File: src/rtl/ex_mem_branch_reg_if.sv
// EX/MEM boundary bundle: execute-stage results in, memory-stage
// fields, branch redirect and taken count out.
interface ex_mem_branch_reg_if;
  logic        Stall;
  logic        ValidIn;
  logic [31:0] AR;
  logic        Zero;
  logic [31:0] RtData;
  logic [4:0]  WriteRegIn;
  logic        RegWriteIn;
  logic        MemReadIn;
  logic        MemWriteIn;
  logic        MemToRegIn;
  logic        BranchIn;
  logic        JumpIn;
  logic [1:0]  MemSizeIn;
  logic [31:0] BranchTargetIn;
  logic [31:0] JumpTargetIn;

  logic [31:0] AR_M;
  logic [31:0] WriteData_M;
  logic [4:0]  WriteReg_M;
  logic        RegWrite_M;
  logic        MemRead_M;
  logic        MemWrite_M;
  logic        MemToReg_M;
  logic [1:0]  MemSize_M;
  logic        PCSrc;
  logic [31:0] PCTarget_M;
  logic        Flush;
  logic [31:0] TakenCount;

  modport master (
    output Stall, ValidIn, AR, Zero, RtData,
    output WriteRegIn, RegWriteIn, MemReadIn,
    output MemWriteIn, MemToRegIn, BranchIn,
    output JumpIn, MemSizeIn,
    output BranchTargetIn, JumpTargetIn,
    input  AR_M, WriteData_M, WriteReg_M,
    input  RegWrite_M, MemRead_M, MemWrite_M,
    input  MemToReg_M, MemSize_M, PCSrc,
    input  PCTarget_M, Flush, TakenCount
  );

  modport slave (
    input  Stall, ValidIn, AR, Zero, RtData,
    input  WriteRegIn, RegWriteIn, MemReadIn,
    input  MemWriteIn, MemToRegIn, BranchIn,
    input  JumpIn, MemSizeIn,
    input  BranchTargetIn, JumpTargetIn,
    output AR_M, WriteData_M, WriteReg_M,
    output RegWrite_M, MemRead_M, MemWrite_M,
    output MemToReg_M, MemSize_M, PCSrc,
    output PCTarget_M, Flush, TakenCount
  );
endinterface

File: src/rtl/ex_mem_branch_reg.sv
// EX/MEM pipeline register with memory-stage branch/jump resolution,
// redirect/flush generation and a saturating taken-transfer counter.
module ex_mem_branch_reg #(
  parameter logic [31:0] RESET_PC = 32'h0000_0000
) (
  input logic Clk,
  input logic Rst,
  ex_mem_branch_reg_if.slave bus
);

  typedef struct packed {
    logic        valid;
    logic        zero;
    logic        br;
    logic        jmp;
    logic        regw;
    logic        memr;
    logic        memw;
    logic        m2r;
    logic [1:0]  size;
    logic [4:0]  wr;
    logic [31:0] ar;
    logic [31:0] wd;
    logic [31:0] brtgt;
    logic [31:0] jtgt;
  } st_t;

  st_t         st_q, st_d, bub;
  logic [31:0] cnt_q, cnt_d;
  logic        taken;
  logic        v;

  assign taken = st_q.valid
               & ((st_q.br & st_q.zero) | st_q.jmp);
  assign v = bus.ValidIn;

  always_comb begin
    bub       = '0;
    bub.brtgt = RESET_PC;
    bub.jtgt  = RESET_PC;
  end

  // A taken transfer squashes the EX instruction even under Stall
  always_comb begin
    st_d  = st_q;
    cnt_d = cnt_q;
    if (taken) begin
      st_d = bub;
      if (cnt_q != '1) cnt_d = cnt_q + 32'd1;
    end else if (!bus.Stall) begin
      st_d.valid = v;
      st_d.zero  = bus.Zero;
      st_d.br    = bus.BranchIn & v;
      st_d.jmp   = bus.JumpIn & v;
      st_d.regw  = bus.RegWriteIn & v;
      st_d.memr  = bus.MemReadIn & v;
      st_d.memw  = bus.MemWriteIn & v;
      st_d.m2r   = bus.MemToRegIn & v;
      st_d.size  = bus.MemSizeIn;
      st_d.wr    = bus.WriteRegIn;
      st_d.ar    = bus.AR;
      st_d.wd    = bus.RtData;
      st_d.brtgt = bus.BranchTargetIn;
      st_d.jtgt  = bus.JumpTargetIn;
    end
  end

  always_ff @(posedge Clk) begin
    if (!Rst) begin
      st_q  <= bub;
      cnt_q <= '0;
    end else begin
      st_q  <= st_d;
      cnt_q <= cnt_d;
    end
  end

  assign bus.AR_M        = st_q.ar;
  assign bus.WriteData_M = st_q.wd;
  assign bus.WriteReg_M  = st_q.wr;
  assign bus.RegWrite_M  = st_q.regw;
  assign bus.MemRead_M   = st_q.memr;
  assign bus.MemWrite_M  = st_q.memw;
  assign bus.MemToReg_M  = st_q.m2r;
  assign bus.MemSize_M   = st_q.size;
  assign bus.PCSrc       = taken;
  assign bus.Flush       = taken;
  assign bus.TakenCount  = cnt_q;
  assign bus.PCTarget_M  = !taken    ? RESET_PC
                         : st_q.jmp ? st_q.jtgt
                         :            st_q.brtgt;

endmodule

File: src/flat_wrapper.sv
// flat-port wrapper written by rule: the top's interface ports become plain ports
module ex_mem_branch_reg_flat 
#(
  parameter logic [31:0] RESET_PC = 32'h0000_0000
)
  (Clk, Rst, bus_Stall, bus_ValidIn, bus_AR, bus_Zero, bus_RtData, bus_WriteRegIn, bus_RegWriteIn, bus_MemReadIn, bus_MemWriteIn, bus_MemToRegIn, bus_BranchIn, bus_JumpIn, bus_MemSizeIn, bus_BranchTargetIn, bus_JumpTargetIn, bus_AR_M, bus_WriteData_M, bus_WriteReg_M, bus_RegWrite_M, bus_MemRead_M, bus_MemWrite_M, bus_MemToReg_M, bus_MemSize_M, bus_PCSrc, bus_PCTarget_M, bus_Flush, bus_TakenCount);
  ex_mem_branch_reg_if bus_i ();
  input logic Clk;
  input logic Rst;
  input wire logic [$bits(bus_i.Stall)-1:0] bus_Stall;
  input wire logic [$bits(bus_i.ValidIn)-1:0] bus_ValidIn;
  input wire logic [$bits(bus_i.AR)-1:0] bus_AR;
  input wire logic [$bits(bus_i.Zero)-1:0] bus_Zero;
  input wire logic [$bits(bus_i.RtData)-1:0] bus_RtData;
  input wire logic [$bits(bus_i.WriteRegIn)-1:0] bus_WriteRegIn;
  input wire logic [$bits(bus_i.RegWriteIn)-1:0] bus_RegWriteIn;
  input wire logic [$bits(bus_i.MemReadIn)-1:0] bus_MemReadIn;
  input wire logic [$bits(bus_i.MemWriteIn)-1:0] bus_MemWriteIn;
  input wire logic [$bits(bus_i.MemToRegIn)-1:0] bus_MemToRegIn;
  input wire logic [$bits(bus_i.BranchIn)-1:0] bus_BranchIn;
  input wire logic [$bits(bus_i.JumpIn)-1:0] bus_JumpIn;
  input wire logic [$bits(bus_i.MemSizeIn)-1:0] bus_MemSizeIn;
  input wire logic [$bits(bus_i.BranchTargetIn)-1:0] bus_BranchTargetIn;
  input wire logic [$bits(bus_i.JumpTargetIn)-1:0] bus_JumpTargetIn;
  output wire logic [$bits(bus_i.AR_M)-1:0] bus_AR_M;
  output wire logic [$bits(bus_i.WriteData_M)-1:0] bus_WriteData_M;
  output wire logic [$bits(bus_i.WriteReg_M)-1:0] bus_WriteReg_M;
  output wire logic [$bits(bus_i.RegWrite_M)-1:0] bus_RegWrite_M;
  output wire logic [$bits(bus_i.MemRead_M)-1:0] bus_MemRead_M;
  output wire logic [$bits(bus_i.MemWrite_M)-1:0] bus_MemWrite_M;
  output wire logic [$bits(bus_i.MemToReg_M)-1:0] bus_MemToReg_M;
  output wire logic [$bits(bus_i.MemSize_M)-1:0] bus_MemSize_M;
  output wire logic [$bits(bus_i.PCSrc)-1:0] bus_PCSrc;
  output wire logic [$bits(bus_i.PCTarget_M)-1:0] bus_PCTarget_M;
  output wire logic [$bits(bus_i.Flush)-1:0] bus_Flush;
  output wire logic [$bits(bus_i.TakenCount)-1:0] bus_TakenCount;
  assign bus_i.Stall = bus_Stall;
  assign bus_i.ValidIn = bus_ValidIn;
  assign bus_i.AR = bus_AR;
  assign bus_i.Zero = bus_Zero;
  assign bus_i.RtData = bus_RtData;
  assign bus_i.WriteRegIn = bus_WriteRegIn;
  assign bus_i.RegWriteIn = bus_RegWriteIn;
  assign bus_i.MemReadIn = bus_MemReadIn;
  assign bus_i.MemWriteIn = bus_MemWriteIn;
  assign bus_i.MemToRegIn = bus_MemToRegIn;
  assign bus_i.BranchIn = bus_BranchIn;
  assign bus_i.JumpIn = bus_JumpIn;
  assign bus_i.MemSizeIn = bus_MemSizeIn;
  assign bus_i.BranchTargetIn = bus_BranchTargetIn;
  assign bus_i.JumpTargetIn = bus_JumpTargetIn;
  assign bus_AR_M = bus_i.AR_M;
  assign bus_WriteData_M = bus_i.WriteData_M;
  assign bus_WriteReg_M = bus_i.WriteReg_M;
  assign bus_RegWrite_M = bus_i.RegWrite_M;
  assign bus_MemRead_M = bus_i.MemRead_M;
  assign bus_MemWrite_M = bus_i.MemWrite_M;
  assign bus_MemToReg_M = bus_i.MemToReg_M;
  assign bus_MemSize_M = bus_i.MemSize_M;
  assign bus_PCSrc = bus_i.PCSrc;
  assign bus_PCTarget_M = bus_i.PCTarget_M;
  assign bus_Flush = bus_i.Flush;
  assign bus_TakenCount = bus_i.TakenCount;
  ex_mem_branch_reg #(.RESET_PC(RESET_PC)) u_core (.Clk(Clk), .Rst(Rst), .bus(bus_i));
endmodule
File: config.mk
export PLATFORM = sky130hd
export DESIGN_NAME = ex_mem_branch_reg_flat
export DESIGN_NICKNAME = d
export VERILOG_FILES = /design/src/rtl/ex_mem_branch_reg_if.sv /design/src/rtl/ex_mem_branch_reg.sv /design/src/flat_wrapper.sv
export SDC_FILE = /design/constraint.sdc
export NUM_CORES = 1
export LEC_CHECK = 0
export CAP_MARGIN = 5
export CORE_MARGIN = 2
export CORE_UTILIZATION = 45
export DETAILED_ROUTE_END_ITERATION = 7
export PLACE_DENSITY = 0.81
export SYNTH_ARGS = -nofsm -noshare
export SYNTH_HDL_FRONTEND = slang
export SYNTH_SLANG_ARGS = --single-unit
File: constraint.sdc
create_clock -name Clk -period 3.17 [get_ports Clk]
set_input_delay 0.634 -clock Clk [delete_from_list [all_inputs] [get_ports Clk]]
set_output_delay 0.634 -clock Clk [all_outputs]
set_load 0.005 [all_outputs]
---- Word-level counts from Yosys, hierarchy flattened ----
Cells that the tools add are included.
W data, S select, Z words.
storage, ports and cells
  RAM bits ................................ 0
  memories ................................ 0
  output and inout port bits .............. 141
  latch bits .............................. 0
  bits in registers ....................... 175
  bits in read-only memories .............. 0
operators by class
  eq/ne operators ......................... 1
  add/sub/neg operators ................... 1
  div/mod/pow operators ................... 0
  $mul .................................... 0
  shift-type cells ........................ 0
  multiplexer cells ....................... 2
  bitwise operators ....................... 10
  reduce and logical (&&, ||, !) cells .... 2
  magnitude comparators ................... 0
operators by type and width
  cell                     number
  $mux W32                 2
  $add A32 B1 Y32 const B  1
  $ne A32 B32 Y1 const B   1
  $and A1 B1 Y1            8
  $reduce_and A2 Y1        1
  $reduce_or A2 Y1         1
  $not A1 Y1               1
  $or A1 B1 Y1             1

---- Longest topological paths before layout ----
  word-level depth ........................ 4
  depth in mapped cells ................... 8
  mapped depth without buffers ............ 6

---- Worst setup path after synthesis ----
No wires, ideal clock.
  kind .................................... register to output
  start point ............................. reg u_core.st_q[139] (netlist bit)
  end point ............................... out bus_PCTarget_M[10]
  path slack .............................. 1,036 ps
  stages on the path, launching flop included .. 8
  arrival time ............................ 1,500 ps
  cell sequence ........................... dfxtp_1 -> buf_4 -> a21oi_2 -> nand2b_1 -> buf_2 -> buf_2 -> buf_1 -> nor2_1
between the ends
  longest elaborated chain between the ends .. 3
  elaborated cells between the ends (all ways) .. 4
RTL lines
  element                 RTL line                 source
  from (decl)             ex_mem_branch_reg.sv:28  st_t st_q, st_d, bub;
  from (signal assigned)  ex_mem_branch_reg.sv:70  st_q <= bub;
  from (signal assigned)  ex_mem_branch_reg.sv:73  st_q <= st_d;
  $or A1 B1 Y1            ex_mem_branch_reg.sv:34  & ((st_q.br & st_q.zero) | st_q.jmp);
  $and A1 B1 Y1           ex_mem_branch_reg.sv:34
  $mux W32 (*)            ex_mem_branch_reg.sv:89  assign bus.PCTarget_M = !taken ? RESET_PC
  to (decl)               flat_wrapper.sv:34       output wire logic [$bits(bus_i.PCTarget_M)-1:0] bus_PCTarget_M;
Every way passes the cells marked *; elsewhere a longest branch is shown, timed or not.

---- Worst setup path after layout ----
  start point ............................. reg u_core.st_q[140] (netlist bit)
  end point ............................... out bus_PCSrc
between the ends
  longest elaborated chain between the ends .. 3
RTL lines
  element        RTL line                 source
  $and A1 B1 Y1  ex_mem_branch_reg.sv:34
  $or A1 B1 Y1   ex_mem_branch_reg.sv:34
  $and A1 B1 Y1  ex_mem_branch_reg.sv:34
  to (decl)      flat_wrapper.sv:33       output wire logic [$bits(bus_i.PCSrc)-1:0] bus_PCSrc;
No other way between the ends.

==> metrics.md <==
| Metric | Value |
|---|---|
| Worst Path Arrival | `2300 ps` |
| Vias | `6170` |
| Setup Skew | `8.35 ps` |
| Pint | `3980 uW` |
| Core ar. | `0.0166 sq mm` |
| Synth top area cells | `dfxtp_1 46%, mux2i_1 23%, nor2_1 8.8%` |
| WP depth | `4` |
| Comb pwr share | `11.9%` |
| CTS buffer count | `17` |
| Total I/O pin count | `287` |
| CP bufs+invs | `2` |
| Synth warnings | `0` |
| Resized cells post-CTS | `0` |
| Clock root buffer | `clkbuf_16` |
| Initial DRC Count | `262` |
| Grt ovf | `0` |
| Worst skew pair latency | `430 ps` |
| Status | `complete, no violations` |
| #FFs+latches synth | `175` |
| Die ar. | `0.0182 sq mm` |
| Synth area leader | `dfxtp_1` |
| Area share of the largest cell type after synthesis | `45.6%` |
| Max-cap violations | `0` |
| Slew margin rel. | `55.2%` |
| DRC | `0` |
| Initial Util | `46.2%` |
| Commonest cells in the netlist | `181 x nor2_1, 175 x dfxtp_1, 173 x mux2i_1` |
| Net count, final | `1149` |
| Setup TNS Final | `0 ps` |
| Gpl congestion | `0.804` |
| Hold depth | `2` |
| Fin. max-slew vios | `0` |
| Primary FF master, synth | `dfxtp_1` |
| Critical Path End Type | `primary output` |
| FFs w/ async S/R, synth | `0%` |
| Die W | `135 um` |
| Count leader, synth | `nor2_1` |
| Filler cells | `1354` |
| Worst R2R Path Depth | `6` |
| CP startpoint kind | `flip-flop` |
| Min Clock Period, post-route | `2930 ps` |
| Post-route clock period utilization | `92.4%` |
| Post-synthesis cell type count | `42` |
| Sw Pwr | `1170 uW` |
| Sequential share of power | `45.9%` |
| Detailed placement HPWL | `13900 um` |
| Die Y | `135 um` |
| Largest net degree at the start of global routing | `50` |
| Min-Delay Path Class | `flip-flop to flip-flop` |
| Initial antenna violation count | `0` |
| Syn_nets | `953` |
| Clock tree from TritonCTS | `built` |
| TritonRoute pass-1 iters | `5` |
| Post-CTS setup buffers | `0` |
| Clock buffer depth | `2` |
| Data required, critical path | `2540 ps` |
| CP top delay family | `buffers and inverters` |
| Antenna Nets Post-Route | `0` |
| CP max stage cell | `nand2b_2` |
| Htree depth | `4` |
| Sequential-to-total area share from yosys stat | `45.6%` |
| Mapped Avg Cell Area | `9.54 sq um` |
| DRT Wirelength | `19200 um` |
| EDFF count, synth | `0` |
| Mapped cell area | `0.00769 sq mm` |
| Sw Ratio | `22.8%` |
| Slew @ Worst Pin | `671 ps` |
| Worst-path fanout max | `34` |
| Worst path max stage delay | `620 ps` |
| Rows | `47` |
| Overall Power | `5150 uW` |
| CP Cell Sequence | `a21oi_2 > nand2b_2 > inv_1 > clkdlybuf4s50_1` |
| First-pass GRT wire length | `29600 um` |
| Hold buffers post-CTS | `0` |
| Routed wire per std cell | `15.5 um` |
| Final hold viol count | `0` |
| Worst IR Drop VDD | `0.000356 V` |
| Clk slew on worst S/H paths | `70 ps` |
| Share of cells above drive strength 1 | `6.01%` |
| Power per cell area | `475 mW/mm^2` |
| I/O Buffers | `286` |
| Area growth, synth to finish | `40.8%` |
| Drt via density | `4.99` |
| Unrepaired setup endpoints after global routing | `no` |
| Finished Core Util | `65.1%` |
| Sink Count | `175` |
| Setup violators final | `0` |
| Global Route Usage Sum | `20.5%` |
| Post-Syn Instances | `806` |
| Vias in the first global route | `5888` |
| LEAKAGE | `0.00429 uW` |
| Clock share of power | `42.2%` |
| Maximum clock rate | `341 MHz` |
| Crit path kind | `flip-flop to primary output` |
## metrics by stage
| step | hold WS [ps] | area, sq um | cells | setup slack, ps |
|---|---|---|---|---|
| 6_report | 491 | 10800 | 1236 | 241 |
| 3_3_place_gp | 469 | 10200 | 1203 | 757 |
| 5_1_grt | 515 | 10800 | 1235 | 97.3 |
| 4_1_cts | 493 | 10800 | 1235 | 210 |
| 2_1_floorplan | 463 | 7690 | 806 | 1040 |
| 3_5_place_dp | 482 | 10200 | 1203 | 682 |
## registers in the layout (all words and copies together), names as in the netlist
register / count
u_core.st_q: 68
u_core.bus.AR_M: 32
u_core.bus.TakenCount: 32
u_core.bus.WriteData_M: 32
u_core.bus.WriteReg_M: 5
u_core.bus.MemSize_M: 2
u_core.bus.MemRead_M: 1
u_core.bus.MemToReg_M: 1
u_core.bus.MemWrite_M: 1
u_core.bus.RegWrite_M: 1
## placed cells by master (no fill, tap or decap), types with 2 or more instances in the layout
master,synthesis,final
clkdlybuf4s50_1,0,285
nor2_1,181,181
dfxtp_1,175,174
mux2i_1,173,173
a21oi_1,24,24
nand2_1,20,19
clkbuf_16,0,17
or4_1,15,15
o31ai_1,14,14
or3_1,10,10
inv_1,8,8
o21ai_1,8,8
buf_4,75,8
nand4_1,7,7
nand3_1,7,7
a22oi_1,6,6
clkinv_2,0,5
nand2b_1,5,4
nor4_4,4,4
buf_12,0,4
inv_6,0,3
bufinv_16,0,3
a21oi_2,2,2
nand3_2,2,2
and4_1,2,2
nor3_1,2,2
o21ai_0,2,2
nor4_1,2,2
clkbuf_8,0,2
clkinv_4,0,2
## routing by layer
layer / global-route usage (%) / vias up / share of wire [%]
met1: 24.2 / 2808 / 40
met2: 33.9 / 248 / 47
met5: 0 / - / 0
met4: 8.30 / 0 / 2.5
met3: 7.58 / 35 / 10
li1: - / 3079 / -
## final timing paths
check / to / slack (ps) / startpoint
setup / recovery: bus_PCSrc / 240 / u_core.st_q[140]$_SDFFE_PP0N_
hold / removal: u_core.bus.AR_M[12]$_SDFFE_PP0N_ / 490 / u_core.bus.AR_M[12]$_SDFFE_PP0N_
setup reg to reg: u_core.bus.TakenCount[22]$_SDFFE_PN0P_ / 870 / u_core.bus.TakenCount[0]$_SDFFE_PN0P_
hold reg to reg: u_core.bus.AR_M[12]$_SDFFE_PP0N_ / 490 / u_core.bus.AR_M[12]$_SDFFE_PP0N_
## kinds of logic after synthesis
family,after synthesis,share of synthesized area [%]
AOI/OAI and AO/OA,61,4.99
buffers and inverters,131,10.4
adders and majority gates,1,0.163
and+or+nand+nor,264,16.3
xor gates and xnor gates,1,0.114
DFF,175,45.6
muxes,173,22.5
## cell type report
| type | count | area (sq um) | share of cell area (%) |
|---|---|---|---|
| multi-input combinational | 500 | 3400 | 31.4 |
| inverter | 10 | 37.5 | 0.347 |
| clock inverter | 13 | 159 | 1.47 |
| antenna | 1 | 2.50 | 0.0231 |
| clock buffer | 19 | 453 | 4.18 |
| sequential | 175 | 3500 | 32.4 |
| timing repair buffer | 298 | 3000 | 27.7 |
| tap | 220 | 275 | 2.54 |
## tightest hold or removal path, delay by kind of cell, from the launching register on
family	cells	cell delay (ps)
DFF	1	320
and+or+nand+nor	1	70
muxes	1	70
## power by group through the flow
| stage | Combinational, uW | Sequential, uW | Clock (uW) |
|---|---|---|---|
| after floorplan | 338 | 2400 | 0 |
| after global placement | 607 | 2410 | 0 |
| after detailed placement | 617 | 2410 | 0 |
| after CTS | 621 | 2370 | 2220 |
| after global routing | 664 | 2380 | 2300 |
| final | 613 | 2370 | 2170 |
No activity file was read; power rests on OpenSTA's default activity.
